File: src/rtl/ci_test_monitor_if.sv
// rtl/ci_test_monitor_if.sv - lane flags and verdict outputs of the CI test monitor
interface ci_test_monitor_if #(
    parameter int N_TESTS = 4,
    parameter int IDX_W   = 5
);
    logic [N_TESTS-1:0] fail;
    logic [N_TESTS-1:0] finish;
    logic               done;
    logic               pass;
    logic               timeout;
    logic [N_TESTS-1:0] fail_mask;
    logic [IDX_W-1:0]   first_fail_idx;
    logic [31:0]        cycles;

    // Test harness side: drives lane flags, observes the verdict
    modport master (
        output fail, finish,
        input  done, pass, timeout, fail_mask, first_fail_idx, cycles
    );

    // Monitor side
    modport slave (
        input  fail, finish,
        output done, pass, timeout, fail_mask, first_fail_idx, cycles
    );
endinterface

File: src/rtl/ci_test_monitor.sv
// rtl/ci_test_monitor.sv - aggregates per-lane fail/finish into a run verdict (timeout under CI_TEST_MONITOR_TIMEOUT_EN)
module ci_test_monitor #(
    parameter int N_TESTS        = 4,
    parameter int TIMEOUT_CYCLES = 1000,
    parameter int IDX_W          = 5
) (
    input  logic              clock,
    input  logic              reset,
    ci_test_monitor_if.slave  mon_if
);

`ifdef CI_TEST_MONITOR_TIMEOUT_EN
    typedef enum logic [1:0] {
        ST_RUN     = 2'd0,
        ST_PASS    = 2'd1,
        ST_FAIL    = 2'd2,
        ST_TIMEOUT = 2'd3
    } state_t;
`else
    typedef enum logic [1:0] {
        ST_RUN  = 2'd0,
        ST_PASS = 2'd1,
        ST_FAIL = 2'd2
    } state_t;
`endif

    state_t             state_q;
    logic [N_TESTS-1:0] fin_seen_q;
    logic [N_TESTS-1:0] fail_mask_q;
    logic [IDX_W-1:0]   first_idx_q;
    logic [31:0]        cycles_q;
    logic               done_q;
    logic               pass_q;

    logic [N_TESTS-1:0] fin_seen_d;
    logic [N_TESTS-1:0] fail_mask_d;
    logic [IDX_W-1:0]   first_idx_d;
    logic               all_fin;

    // Include this cycle's flags so completion is decided with one cycle of latency
    assign fin_seen_d  = fin_seen_q | mon_if.finish;
    assign fail_mask_d = fail_mask_q | mon_if.fail;
    assign all_fin     = &fin_seen_d;

    // Lowest-numbered lane raising fail this cycle
    always_comb begin
        first_idx_d = '0;
        for (int i = N_TESTS - 1; i >= 0; i--) begin
            if (mon_if.fail[i]) begin
                first_idx_d = IDX_W'(i);
            end
        end
    end

`ifdef CI_TEST_MONITOR_TIMEOUT_EN
    localparam logic [31:0] TO_LAST = 32'(TIMEOUT_CYCLES - 1);
    logic timeout_q;
    logic to_hit;

    assign to_hit         = (cycles_q == TO_LAST);
    assign mon_if.timeout = timeout_q;
`else
    // Timeout hardware is structurally absent in this build
    wire [31:0] unused_timeout_cycles = 32'(TIMEOUT_CYCLES);
    assign mon_if.timeout = 1'b0;
`endif

    // Run-state FSM: records lane history while running, freezes everything once a verdict is reached.
    // cycles counts RUN cycles that stayed in RUN, so it ends up holding the index of the deciding cycle.
    always_ff @(posedge clock) begin
        if (reset) begin
            state_q     <= ST_RUN;
            fin_seen_q  <= '0;
            fail_mask_q <= '0;
            first_idx_q <= '0;
            cycles_q    <= '0;
            done_q      <= 1'b0;
            pass_q      <= 1'b0;
`ifdef CI_TEST_MONITOR_TIMEOUT_EN
            timeout_q   <= 1'b0;
`endif
        end else begin
            case (state_q)
                ST_RUN: begin
                    fin_seen_q  <= fin_seen_d;
                    fail_mask_q <= fail_mask_d;
                    if (fail_mask_q == '0 && mon_if.fail != '0) begin
                        first_idx_q <= first_idx_d;
                    end
                    if (all_fin) begin
                        done_q <= 1'b1;
                        if (fail_mask_d != '0) begin
                            state_q <= ST_FAIL;
                        end else begin
                            state_q <= ST_PASS;
                            pass_q  <= 1'b1;
                        end
                    end
`ifdef CI_TEST_MONITOR_TIMEOUT_EN
                    else if (to_hit) begin
                        state_q   <= ST_TIMEOUT;
                        done_q    <= 1'b1;
                        timeout_q <= 1'b1;
                    end
`endif
                    else if (cycles_q != 32'hFFFF_FFFF) begin
                        cycles_q <= cycles_q + 32'd1;
                    end
                end
                default: begin
                    // Terminal: inputs ignored, all history held until reset
                end
            endcase
        end
    end

    assign mon_if.done           = done_q;
    assign mon_if.pass           = pass_q;
    assign mon_if.fail_mask      = fail_mask_q;
    assign mon_if.first_fail_idx = first_idx_q;
    assign mon_if.cycles         = cycles_q;

endmodule

File: src/flat_wrapper.sv
// flat-port wrapper written by rule: the top's interface ports become plain ports
module ci_test_monitor_flat 
#(
    parameter int N_TESTS        = 4,
    parameter int TIMEOUT_CYCLES = 1000,
    parameter int IDX_W          = 5
)
  (clock, reset, mon_if_fail, mon_if_finish, mon_if_done, mon_if_pass, mon_if_timeout, mon_if_fail_mask, mon_if_first_fail_idx, mon_if_cycles);
  ci_test_monitor_if #(.N_TESTS(N_TESTS), .IDX_W(IDX_W)) mon_if_i ();
  input  logic clock;
  input  logic reset;
  input wire logic [$bits(mon_if_i.fail)-1:0] mon_if_fail;
  input wire logic [$bits(mon_if_i.finish)-1:0] mon_if_finish;
  output wire logic [$bits(mon_if_i.done)-1:0] mon_if_done;
  output wire logic [$bits(mon_if_i.pass)-1:0] mon_if_pass;
  output wire logic [$bits(mon_if_i.timeout)-1:0] mon_if_timeout;
  output wire logic [$bits(mon_if_i.fail_mask)-1:0] mon_if_fail_mask;
  output wire logic [$bits(mon_if_i.first_fail_idx)-1:0] mon_if_first_fail_idx;
  output wire logic [$bits(mon_if_i.cycles)-1:0] mon_if_cycles;
  assign mon_if_i.fail = mon_if_fail;
  assign mon_if_i.finish = mon_if_finish;
  assign mon_if_done = mon_if_i.done;
  assign mon_if_pass = mon_if_i.pass;
  assign mon_if_timeout = mon_if_i.timeout;
  assign mon_if_fail_mask = mon_if_i.fail_mask;
  assign mon_if_first_fail_idx = mon_if_i.first_fail_idx;
  assign mon_if_cycles = mon_if_i.cycles;
  ci_test_monitor #(.N_TESTS(N_TESTS), .TIMEOUT_CYCLES(TIMEOUT_CYCLES), .IDX_W(IDX_W)) u_core (.clock(clock), .reset(reset), .mon_if(mon_if_i));
endmodule
File: config.mk
export PLATFORM = sky130hd
export DESIGN_NAME = ci_test_monitor_flat
export DESIGN_NICKNAME = d
export VERILOG_FILES = /design/src/rtl/ci_test_monitor_if.sv /design/src/rtl/ci_test_monitor.sv /design/src/flat_wrapper.sv
export SDC_FILE = /design/constraint.sdc
export NUM_CORES = 1
export LEC_CHECK = 0
export BUFFER_PORTS_ARGS = -buffer_cell sky130_fd_sc_hd__buf_2
export CAP_MARGIN = 20
export CORE_MARGIN = 2
export CORE_UTILIZATION = 50
export CTS_BUF_LIST = sky130_fd_sc_hd__clkbuf_4 sky130_fd_sc_hd__clkbuf_8 sky130_fd_sc_hd__clkbuf_16
export DETAILED_ROUTE_END_ITERATION = 16
export PLACE_DENSITY = 0.76
export SETUP_SLACK_MARGIN = 0.05
export SYNTH_ARGS = -nofsm -noshare
export SYNTH_HDL_FRONTEND = slang
export SYNTH_SLANG_ARGS = --single-unit
File: constraint.sdc
create_clock -name clock -period 3.6 [get_ports clock]
set_input_delay 0.36 -clock clock [delete_from_list [all_inputs] [get_ports clock]]
set_output_delay 0.36 -clock clock [all_outputs]
set_load 0.03 [all_outputs]
==> results by group <==
Outcome
  – Status: finished clean

Synth
  – Top_reg_cell synth: dfxtp_1
  – Synth Instances: 258
  – Syn_area_per_cell: 8.45 um2
  – Synth warnings: 0
  – Sequential fraction of the synthesis area: 42.2%
  – Synth cell types: 44
  – Cell Area, Synth: 2180 um2
  – Synth async-reset ratio: 0%
  – Yosys reg bits: 46
  – EDFF count, synth: 0

Hold path
  – HP Class: input pin to flip-flop
  – Worst hold start: mon_if_finish[2]

GRT
  – Antenna violations before repair: 0
  – All-Layer GR Usage: 20.2%
  – Largest net degree at the start of global routing: 52
  – GRT overflow: 0
  – Number of global-route vias before repair: 1,813
  – Global-route wire length before repair: 8090 um

STA
  – Fin. max-slew vios: 0
  – Worst Tran Pin Value: 0.920 ns
  – TNS Setup: 0 ns
  – RSZ-0062 raised after global routing: no
  – Period utilization: 70.7%
  – Post-layout min period: 2.54 ns
  – Setup violators final: 0
  – Final hold vios: 0
  – Final Skew: 0.00265 ns
  – Max-slew headroom: 38.2%
  – Worst hold margin: 0.301 ns
  – F_max: 0.393 GHz

Place
  – GP Congestion: 0.788
  – Placed cells: 351
  – HPWL after DPL: 3420 um
  – # port buffers: 49

Setup path
  – Cells along the critical path: ha_1 > nand3_1 > or4_1 > o21ai_1 > or4b_2 > a21oi_1
  – CP startpoint kind: flip-flop
  – FF-to-FF Start: u_core.mon_if.cycles[0]$_SDFFE_PP0P_
  – WS Path Type: flip-flop to flip-flop
  – Crit. End Element: flip-flop
  – CP Data Required Time: 3.75 ns
  – Crit-path max cell delay: 0.75 ns
  – Slowest CP cell: o21ai_1
  – Critical path's top delay family: simple AND/OR/NAND/NOR gates
  – Buf+Inv Stages, Crit Path: 0
  – CP Launch Point: u_core.mon_if.cycles[0]$_SDFFE_PP0P_
  – Worst EP arrival: 2.69 ns
  – Max FO, Critical Path: 14

Clocking
  – Clock Sink Count: 46
  – Post-CTS Setup Bufs: 0
  – CTS Buf Count: 5
  – Post-CTS sizing: 0
  – Max clock buf depth: 2
  – Clk root buf: clkbuf_8
  – Clock transition at the registers of the reported paths: 0.08 ns
  – Hold buffer count at cts: 0
  – CTS H-tree depth: 2
  – Clock insertion delay at the later pin of the skew report: 0.30 ns
  – CTS tree: built

Routing
  – Via count: 2,053
  – Final wirelength: 4850 um
  – Residual DRC: 0
  – Routed Antenna Nets: 0
  – DR pass1 iterations: 4
  – DRT iter0 DRCs: 144
  – Via/cell ratio: 5.72
  – Post-DR wirelength/cell: 13.5 um

Final layout
  – Antenna Diode Count: 0
  – Most common cell after layout, fill and taps aside: buf_2
  – Final #Nets: 317
  – Share of layout cells above drive strength 1: 22.1%
  – Post-Layout Cell Count: 359
  – Layout Area Growth over Synthesis: 17.5%
  – Commonest non-fill, non-tap cells in the layout: buf_2, dfxtp_1, nor2_1

Die
  – Core Region: 4260 um2
  – Horiz. Die Dim: 70.0 um
  – # IOs: 54
  – Starting density of the core: 51.1%
  – Die area: 4910 um2
  – Die H: 70.0 um
  – FP Rows: 24

Power
  – PwrDens: 414 nW/um2
  – Worst vdd ir: 253 uV
  – Static leakage: 1.01 nW
  – Pwr Total: 1.06 mW

Run
  – Max Cap Viol: 0
==> metal layers <==
metal	up-vias	global-route usage, %	wire [um]
li1	1045	-	-
met1	951	27.2	2270
met2	55	32.5	2290
met3	2	5.05	249
met4	0	5.56	29
met5	-	0	0
==> per-stage QoR <==
stage	instance area (um2)	util, %	setup WS [ns]
2_1_floorplan	2190	-	1.28
3_3_place_gp	2450	57.4	1.17
3_5_place_dp	2450	57.4	1.09
4_1_cts	2560	60.1	1.07
5_1_grt	2560	60.1	0.797
6_report	2560	60.1	1.06
==> cell usage after synthesis, drive strengths merged (6+ instances only) <==
cell type / instances / area (um2)
a21oi: 25 / 125
o21ai: 11 / 55.1
xnor2: 6 / 52.6
dfxtp: 46 / 921
xor2: 8 / 70.1
nand2: 8 / 30.0
buf: 7 / 42.5
nor2: 40 / 150
nand3: 15 / 75.1
and4: 6 / 52.6
or3: 9 / 56.3
inv: 7 / 26.3
nand4: 12 / 90.1
==> final timing paths <==
| check | to | slack, ns | cells after the start |
|---|---|---|---|
| setup / recovery | u_core.mon_if.cycles[29]$_SDFFE_PP0P_ | 1.06 | 6 |
| hold / removal | u_core.fin_seen_q[2]$_SDFFE_PP0P_ | 0.30 | 3 |
| setup reg to reg | u_core.mon_if.cycles[29]$_SDFFE_PP0P_ | 1.06 | 6 |
| hold reg to reg | u_core.mon_if.pass$_SDFFE_PP0P_ | 0.44 | 2 |
==> where the power goes <==
group	internal [mW]	switching (mW)
Sequential	0.528	0.0180
Combinational	0.0386	0.0898
Clock	0.215	0.172
==> area by class of cell <==
cell class	instances	area [um2]
fill	402	1700
multi-input combinational	196	1180
sequential	46	921
timing repair buffer	50	253
clock buffer	6	76.3
tap	52	65.1
clock inverter	2	37.5
inverter	7	26.3
==> cells by family after synthesis <==
family / share of synthesized area (%)
multiplexers: 2.52
flip-flops: 42.2
adder cells (fa/ha/maj): 0.574
AND/OR/NAND/NOR: 28.3
buffers and inverters: 4.02
XOR/XNOR: 5.62
AO/OA/AOI/OAI: 16.6
other: 0.172
==> flip-flops by register name, summed over array words and instances (netlist names) <==
| signal | cells |
|---|---|
| u_core.fin_seen_q | 4 |
| u_core.mon_if.cycles | 32 |
| u_core.state_q | 2 |
| u_core.mon_if.pass | 1 |
| u_core.mon_if.done | 1 |
| u_core.mon_if.fail_mask | 4 |
| u_core.mon_if.first_fail_idx | 2 |
==> worst reg2reg max path, delay by kind of cell (launching register included) <==
family	cells	cell delay [ns]
simple gates	3	0.88
compound gates	2	0.81
flops	1	0.45
fa+ha+maj	1	0.26
Power figures use the tool's default switching activity.
